File: src/rtl/vga_timing_gen.sv
// -----------------------------------------------------------------------------
// vga_timing_gen
//
// Purpose:
//   Raster timing generator for a VGA-style display. Two free-running counters
//   walk every pixel of an H_TOTAL x V_TOTAL frame. Sync and blanking flags are
//   decoded from the counter values and registered together with them. A
//   one-cycle frame_start pulse marks the return to pixel (0,0) at the end of
//   each frame.
//
// Ports:
//   pclk        in   1   pixel clock; every state change happens on its rising edge
//   rst         in   1   synchronous, active-high reset
//   hcount_out  out  11  horizontal pixel counter, 0 .. H_TOTAL-1
//   vcount_out  out  11  vertical line counter,    0 .. V_TOTAL-1
//   hsync_out   out  1   horizontal sync (active-high)
//   vsync_out   out  1   vertical sync (active-high)
//   hblnk_out   out  1   horizontal blanking (hcount_out >= H_VISIBLE)
//   vblnk_out   out  1   vertical blanking   (vcount_out >= V_VISIBLE)
//   frame_start out  1   one-cycle pulse when the outputs show (0,0) after a
//                        frame wrap; never set while in reset
//
// Every output is a flip-flop Q, and all outputs describe the same pixel in
// the same cycle: the flags are decoded from the *next* counter values, so
// they add no latency relative to the counters.
// -----------------------------------------------------------------------------
module vga_timing_gen #(
    parameter int H_VISIBLE = 800,
    parameter int H_FRONT   = 40,
    parameter int H_SYNC    = 128,
    parameter int H_BACK    = 88,
    parameter int V_VISIBLE = 600,
    parameter int V_FRONT   = 1,
    parameter int V_SYNC    = 4,
    parameter int V_BACK    = 23
) (
    input  logic        pclk,
    input  logic        rst,
    output logic [10:0] hcount_out,
    output logic [10:0] vcount_out,
    output logic        hsync_out,
    output logic        vsync_out,
    output logic        hblnk_out,
    output logic        vblnk_out,
    output logic        frame_start
);

    // -------------------------------------------------------------------------
    // Derived timing constants
    // -------------------------------------------------------------------------
    localparam int H_TOTAL = H_VISIBLE + H_FRONT + H_SYNC + H_BACK;
    localparam int V_TOTAL = V_VISIBLE + V_FRONT + V_SYNC + V_BACK;

    // Last legal counter value. Totals are at most 2048, so these fit 11 bits.
    localparam logic [10:0] H_LAST = 11'(H_TOTAL - 1);
    localparam logic [10:0] V_LAST = 11'(V_TOTAL - 1);

    // Window boundaries are held in 12 bits: a sync window may end exactly at
    // 2048, which does not fit in the 11-bit counter width.
    localparam logic [11:0] H_BLANK_START = 12'(H_VISIBLE);
    localparam logic [11:0] H_SYNC_START  = 12'(H_VISIBLE + H_FRONT);
    localparam logic [11:0] H_SYNC_STOP   = 12'(H_VISIBLE + H_FRONT + H_SYNC);
    localparam logic [11:0] V_BLANK_START = 12'(V_VISIBLE);
    localparam logic [11:0] V_SYNC_START  = 12'(V_VISIBLE + V_FRONT);
    localparam logic [11:0] V_SYNC_STOP   = 12'(V_VISIBLE + V_FRONT + V_SYNC);

    // -------------------------------------------------------------------------
    // Next-state signals
    // -------------------------------------------------------------------------
    logic [10:0] h_next;
    logic [10:0] v_next;
    logic [11:0] h_next_ext;
    logic [11:0] v_next_ext;
    logic        line_end;
    logic        frame_end;
    logic        hsync_next;
    logic        vsync_next;
    logic        hblnk_next;
    logic        vblnk_next;

    // -------------------------------------------------------------------------
    // Counter advance
    //
    // The horizontal counter steps every cycle and wraps after H_LAST. The
    // vertical counter steps only on the cycle the horizontal counter wraps.
    // Any out-of-range value (which normal operation never produces) is
    // forced back to 0 on the next edge instead of running on to overflow.
    // An out-of-range hcount does not count as a line end, so it cannot
    // advance vcount by itself.
    // -------------------------------------------------------------------------
    always_comb begin
        // NOTE: every variable gets a default at the top of the block so no
        // path leaves it unassigned; otherwise synthesis infers a latch.
        line_end  = (hcount_out == H_LAST);
        frame_end = line_end && (vcount_out == V_LAST);

        h_next = hcount_out + 11'd1;
        if (hcount_out >= H_LAST) begin
            h_next = '0;
        end

        v_next = vcount_out;
        if (vcount_out > V_LAST) begin
            v_next = '0;
        end else if (line_end) begin
            v_next = (vcount_out == V_LAST) ? 11'd0 : vcount_out + 11'd1;
        end
    end

    // -------------------------------------------------------------------------
    // Flag decode from the next counter values, so the registered flags line
    // up with the registered counters. vsync/vblnk depend only on v_next, which
    // changes only at a line wrap, so they can only toggle at a line wrap too.
    // -------------------------------------------------------------------------
    always_comb begin
        h_next_ext = {1'b0, h_next};
        v_next_ext = {1'b0, v_next};

        hblnk_next = (h_next_ext >= H_BLANK_START);
        hsync_next = (h_next_ext >= H_SYNC_START) && (h_next_ext < H_SYNC_STOP);
        vblnk_next = (v_next_ext >= V_BLANK_START);
        vsync_next = (v_next_ext >= V_SYNC_START) && (v_next_ext < V_SYNC_STOP);
    end

    // -------------------------------------------------------------------------
    // Output registers
    //
    // Reset is synchronous and wins over everything: asserting rst mid-frame
    // zeroes the raster on the very next edge with no attempt to finish the
    // current line. The first edge after release then advances hcount to 1.
    // -------------------------------------------------------------------------
    always_ff @(posedge pclk) begin
        // NOTE: non-blocking assignments so every register samples the values
        // from before this edge; blocking ones here would create order-
        // dependent simulation races between the counters and the flags.
        if (rst) begin
            hcount_out  <= '0;
            vcount_out  <= '0;
            hsync_out   <= 1'b0;
            vsync_out   <= 1'b0;
            hblnk_out   <= 1'b0;
            vblnk_out   <= 1'b0;
            frame_start <= 1'b0;
        end else begin
            hcount_out  <= h_next;
            vcount_out  <= v_next;
            hsync_out   <= hsync_next;
            vsync_out   <= vsync_next;
            hblnk_out   <= hblnk_next;
            vblnk_out   <= vblnk_next;
            frame_start <= frame_end;
        end
    end

endmodule
File: config.mk
export PLATFORM = sky130hd
export DESIGN_NAME = vga_timing_gen
export DESIGN_NICKNAME = d
export VERILOG_FILES = /design/src/rtl/vga_timing_gen.sv
export SDC_FILE = /design/constraint.sdc
export NUM_CORES = 1
export LEC_CHECK = 0
export ABC_AREA = 0
export ABC_CLOCK_PERIOD_IN_PS = 9500
export BUFFER_PORTS_ARGS = -buffer_cell sky130_fd_sc_hd__buf_2
export CAP_MARGIN = 15
export CORE_MARGIN = 8
export CORE_UTILIZATION = 59
export DETAILED_ROUTE_END_ITERATION = 6
export PLACE_DENSITY = 0.92
export SYNTH_ARGS = -nofsm -noshare
export SYNTH_HDL_FRONTEND = slang
export SYNTH_SLANG_ARGS = --single-unit
File: constraint.sdc
create_clock -name pclk -period 9.5 [get_ports pclk]
set_clock_uncertainty 0.2 [all_clocks]
set_input_delay 1.9 -clock pclk [delete_from_list [all_inputs] [get_ports pclk]]
set_output_delay 1.9 -clock pclk [all_outputs]
set_load 0.05 [all_outputs]
==> metrics, run 1 <==
via/cell ratio=6.37; post-CTS sizing=0; delay of the slowest critical-path stage=590 ps; Die Wd=68.1 µm; worst-path fanout max=12; critical register-to-register path startpoint=hcount_out[5]; Slew Limit Headroom=0.546; HPWL Detailed=2800 µm; initial antenna violation count=0; Final min period=3360 ps; Worst EP required=7400 ps; Global Route Usage Sum=0.174; most frequent cells in the layout=28 x buf_2, 27 x dfxtp_1, 24 x nor2_1; fin crit share=0.353; DR iter-0 viols=151; I/O Pins=29; RePlAce Congestion=0.976; Synth Net Count=197; Worst Path Buf+Inv=1; share of layout cells above drive strength 1=0.180; CTS Buffer Depth=2; Crit-path slowest cell=dfxtp_1; maximum vdd ir drop=0.0950 mV; CTS Sinks=27; number of max-cap violations=0; critical-path cell list=buf_2; CTS Root Cell=clkbuf_4; # port buffers=28; CTS tree=yes; GRT busiest layer=met2; unrepaired setup endpoints after global routing=false; Hold Vio Cnt, Final=0; gr ovfl total=0; Inserted Diodes=0; slew of the pin with the lowest slew margin=679 ps; wire length per cell=15.7 µm; clk_lat worst skew=340 ps; Final Instance Area=0.00170 mm²; global-route wire length before repair=6340 µm; ys flop type=dfxtp_1; outcome=finished clean; core box area=0.00266 mm²; Die Area=0.00463 mm²; Worst Path Arrival=1260 ps; FMAX=298 MHz; Warnings, synthesis=0; H-tree depth=1; type of origin of the critical path=flop; Hold Crit Endpoint=hcount_out[0]; most common cell after layout, fill and taps aside=buf_2; FP Rows=19; R2R depth=6; DR pass1 iterations=4; Post-DP Area=0.00167 mm²; DRT antenna net count=0; EDFF count, synth=0; area leader, netlist=dfxtp_1; Inserted Clock Buffers=3; met1 GRT Util=0.233; Syn Inst Count=193; Syn Area/Cell=8.29 µm²; R2R setup slack=6260 ps; Worst-path clk slew=140 ps; met3 Usage GRT=0.0344; critical path type=flop to output port; distinct cell type count after synthesis=56; Hold Crit Depth=1; TNS Setup=0 ps; register area share after synthesis=0.338; Area Overhead vs Synth=6.25%; top-area cell type share of the netlist area=0.338; largest cells by area after synthesis=dfxtp_1 34%, nor2_1 5.6%, xnor2_1 5.5%, nand3_1 3.1%, o21ai_0 2.8%; hold_ws=306 ps; vias in the first global route=1363; synthesized area=0.00160 mm²; Seq cells post-synth=27; # DRC=0; Worst path top cell family by delay=flip-flops; Starting Density=0.601; final setup vio count=0; routed via count=1541; hold buffer count at CTS=0; worst r2r dst=vsync_out; M2 GR Usage=0.266; pin count of the biggest net entering global routing=16; asr flop ratio synth=0; min-delay src=hcount_out[0]; max-slew violations=0; number of setup buffers added after CTS=0; Pwr per Cell Area=106 mW/mm²; Die Y=68.1 µm; worst hold path class=flop to flop; leakage power=0.000717 µW; Layout Nets=216; drt total wl=3800 µm; Crit. End Element=output port
## worst reg2reg max path: cells and delay by family (launching register included)
kind	cells	cell delay [ps]
flip-flops	1	430
AND/OR/NAND/NOR	5	2170
AO/OA/AOI/OAI	1	400
## through the flow
stage                     power, µW  instances  utilization  setup slack [ps]
after floorplan                 130        193            -              6150
after global placement          132        238        0.628              6410
after detailed placement        132        238        0.628              6300
after CTS                       181        242        0.639              6150
after global routing            187        242        0.639              6050
final                           181        242        0.639              6140
## state kept, by name, summed over array words and instances, names as in the netlist
name         count
hsync_out        1
vcount_out      11
vblnk_out        1
hcount_out      11
frame_start      1
vsync_out        1
hblnk_out        1
## synth_stat cells, drive strengths merged, types with 2 or more instances
master   count
ha           2
o21ai        9
nor2        24
dfxtp       27
xnor2       10
and3         4
o2111ai      2
xor2         4
nand3       10
a21oi        7
a31oi        3
a221oi       2
nor4         7
and4         4
clkbuf       7
or2          4
buf          8
nor3b        3
o22ai        2
o211a        2
nor3         5
o31ai        2
nand2       12
nand4        3
inv          3
or4          2
a211o        2
and4b        2
## worst max-delay path by stage
stage	cells past startpoint	from	endpoint	slack (ps)
detailed placement	6	hcount_out[5]	vsync_out	6300
global route	1	vcount_out[0]	vcount_out[0]	6050
global placement	4	rst	vsync_out	6410
floorplan	9	hcount_out[0]	vsync_out	6150
CTS	1	vcount_out[0]	vcount_out[0]	6150
finish	1	vcount_out[0]	vcount_out[0]	6140
## area by class of cell
| class | instances | area, µm² |
|---|---|---|
| fillers | 241 | 962 |
| inverters | 4 | 15.0 |
| multi-input cells | 147 | 931 |
| clock buffers | 3 | 22.5 |
| flip-flops and latches | 27 | 541 |
| repair buffers | 29 | 148 |
| clock inverters | 1 | 5.00 |
| well taps | 31 | 38.8 |
## kinds of logic (layout without fill, tap and decap cells)
family | Yosys count | after routing | share of synthesized area
flip-flops | 27 | 27 | 0.338
AND/OR/NAND/NOR | 86 | 86 | 0.288
AO/OA/AOI/OAI | 42 | 42 | 0.186
buffers and inverters | 19 | 37 | 0.0805
adder cells (fa/ha/maj) | 2 | 2 | 0.0156
multiplexers | 2 | 2 | 0.0133
other | 1 | 1 | 0.00234
XOR/XNOR | 14 | 14 | 0.0766
## routing by layer
layer,part of all wire,wire (µm)
met1,0.45,1710
met2,0.45,1710
met3,0.084,320
met4,0.016,60
met5,0,0
## report_power, final
group / internal, µW / switching, µW / total, µW
sequential: 115 / 1.78 / 116
clock: 15.9 / 35.5 / 51.3
combinational: 3.26 / 10.0 / 13.3
total: 134 / 47.3 / 181
Power figures use the tool's default switching activity.
==> run 2, diff against run 1 <==
ABC_CLOCK_PERIOD_IN_PS = 3200   (was 9500)
CORE_UTILIZATION = 55   (was 59)
PLACE_DENSITY = 0.87   (was 0.92)
clock period = 3.2 ns   (was 9.5 ns; I/O delays follow)
==> metrics, run 2 (same netlist as run 1, synthesis figures left out) <==
outcome=finished clean; Global Route Usage Sum=0.151 (-0.0227); Critical Path Start=hcount_out[5]; CTS tree=yes; DR iter-0 viols=147 (-2.6%); # port buffers=28 (unchanged); Worst Path Arrival=3010 ps (+1750 ps); hold buffer count at CTS=0 (unchanged); max-slew violations=0 (unchanged); Crit-path slowest cell=or4_1; wire length per cell=15.4 µm (-1.7%); critical path type=flop to flop; drt total wl=3810 µm (+0.37%); post-layout util=0.635 (-0.00387); number of max-cap violations=0 (unchanged); worst hold path class=flop to flop; share of layout cells above drive strength 1=0.218 (+0.0375); maximum vdd ir drop=0.223 mV (+130%); core box area=0.00276 mm² (+3.6%); type of origin of the critical path=flop; Final Instance Area=0.00175 mm² (+2.9%); FP Rows=19 (unchanged); number of setup buffers added after CTS=0 (unchanged); Die Area=0.00489 mm² (+5.5%); I/O Pins=29 (unchanged); worst-path fanout max=11 (-1); critical-path cell list=or3_1 -> or4_1 -> or4_1 -> a311o_1 -> nor4_1 -> and4_1; HPWL Detailed=2820 µm (+0.71%); placed cells=243 (+2.1%); gr ovfl total=0 (unchanged); Crit. End Element=flop; Pwr per Cell Area=305 mW/mm² (+190%); Die Y=69.9 µm (+2.7%); pin count of the biggest net entering global routing=15 (-1); routed via count=1530 (-0.71%); slew of the pin with the lowest slew margin=630 ps (-48.9 ps); Flop pwr share=0.648 (+0.005); Area Overhead vs Synth=9.38%; most common cell after layout, fill and taps aside=buf_2; most frequent CP cell=or4_1; H-tree depth=1 (unchanged); fin crit share=0.917; global-route wire length before repair=6530 µm (+3.0%); Inserted Diodes=0 (unchanged); CTS Root Cell=clkbuf_4; via/cell ratio=6.19 (-2.7%); CTS Buffer Depth=2 (unchanged); Hold Vio Cnt, Final=0 (unchanged); most frequent cells in the layout=28 x buf_2, 24 x nor2_1, 23 x dfxtp_1; Comb pwr share=0.074 (about the same); final setup vio count=0 (unchanged); vias in the first global route=1441 (+5.7%); clk_lat worst skew=320 ps (-20 ps); TNS Setup=0 ps (unchanged); clock group share of total power=0.279 (-0.005); Worst-path clk slew=150 ps (about the same); DR pass1 iterations=4 (unchanged); Post-DP Area=0.00172 mm² (+3.1%); Final min period=2930 ps; P_sw=135 µW (+180%); Slew Limit Headroom=0.579 (+0.0327); Starting Density=0.580 (-0.0207); Regs by FF count=hcount_out x11, vcount_out x11; internal power=399 µW (+200%); Inserted Clock Buffers=3 (unchanged); min-delay src=hcount_out[0]; initial antenna violation count=0 (unchanged); switching part of the total=0.252 (-0.00880); Die Wd=69.9 µm (+2.7%); unrepaired setup endpoints after global routing=false; Post-Layout Cell Count=247 (+2.1%); DRT antenna net count=0 (unchanged); post-CTS sizing=0 (unchanged); Layout Nets=221 (+2.3%); leakage power=0.000740 µW (+3.3%); RePlAce Congestion=0.912 (-6.6%); # DRC=0 (unchanged); FMAX=341 MHz; critical register-to-register path startpoint=hcount_out[5]; CTS Sinks=27 (unchanged); Worst EP required=3270 ps (-4130 ps); delay of the slowest critical-path stage=540 ps (-50 ps)
-- run 2: cell types whose count changed in the layout (fill, tap and decap cells not counted), sizes merged --
cell,delta
buf,+5
clkinv,-1
clkbuf,+1
-- run 2: worst paths after layout --
path,cells after the start,slack [ps],endpoint
setup / recovery,6,270,vsync_out
hold reg to reg,1,270,hcount_out[0]
setup reg to reg,6,270,vsync_out
hold / removal,1,270,hcount_out[0]
-- run 2: cell type report --
cell class | count | area, µm²
Clock buffer | 4 | 26.3
Fill cell | 254 | 1010
Inverter | 4 | 15.0
Multi-Input combinational cell | 147 | 937
Sequential cell | 27 | 548
Tap cell | 31 | 38.8
Timing Repair Buffer | 34 | 185
-- run 2: routing by layer --
layer,wire (µm),vias up,track usage
met1,1680,703,0.193
met4,44,0,0.0558
li1,-,758,-
met5,0,-,0
met2,1810,63,0.241
met3,277,6,0.0325
-- run 2: metrics by stage --
step / setup slack, ps / hold slack, ps / power [µW]
floorplan: 4.12 / 355 / 385
global placement: 361 / 242 / 391
detailed placement: 324 / 246 / 392
CTS: 288 / 267 / 537
global route: 164 / 290 / 554
finish: 266 / 267 / 533
-- run 2: power groups by stage --
| stage | Combinational, µW | Clock, µW | Sequential (µW) |
|---|---|---|---|
| global placement | 38.8 | 0 | 353 |
| CTS | 39.3 | 152 | 345 |
| finish | 39.4 | 149 | 345 |
| detailed placement | 39.2 | 0 | 353 |
| floorplan | 20.5 | 0 | 364 |
| global route | 41.8 | 166 | 347 |
-- run 2: worst max-delay path, delay by kind of cell, from the launching register on --
family           cells  cell delay (ps)
AND/OR/NAND/NOR      5             1870
flip-flops           1              410
AO/OA/AOI/OAI        1              410
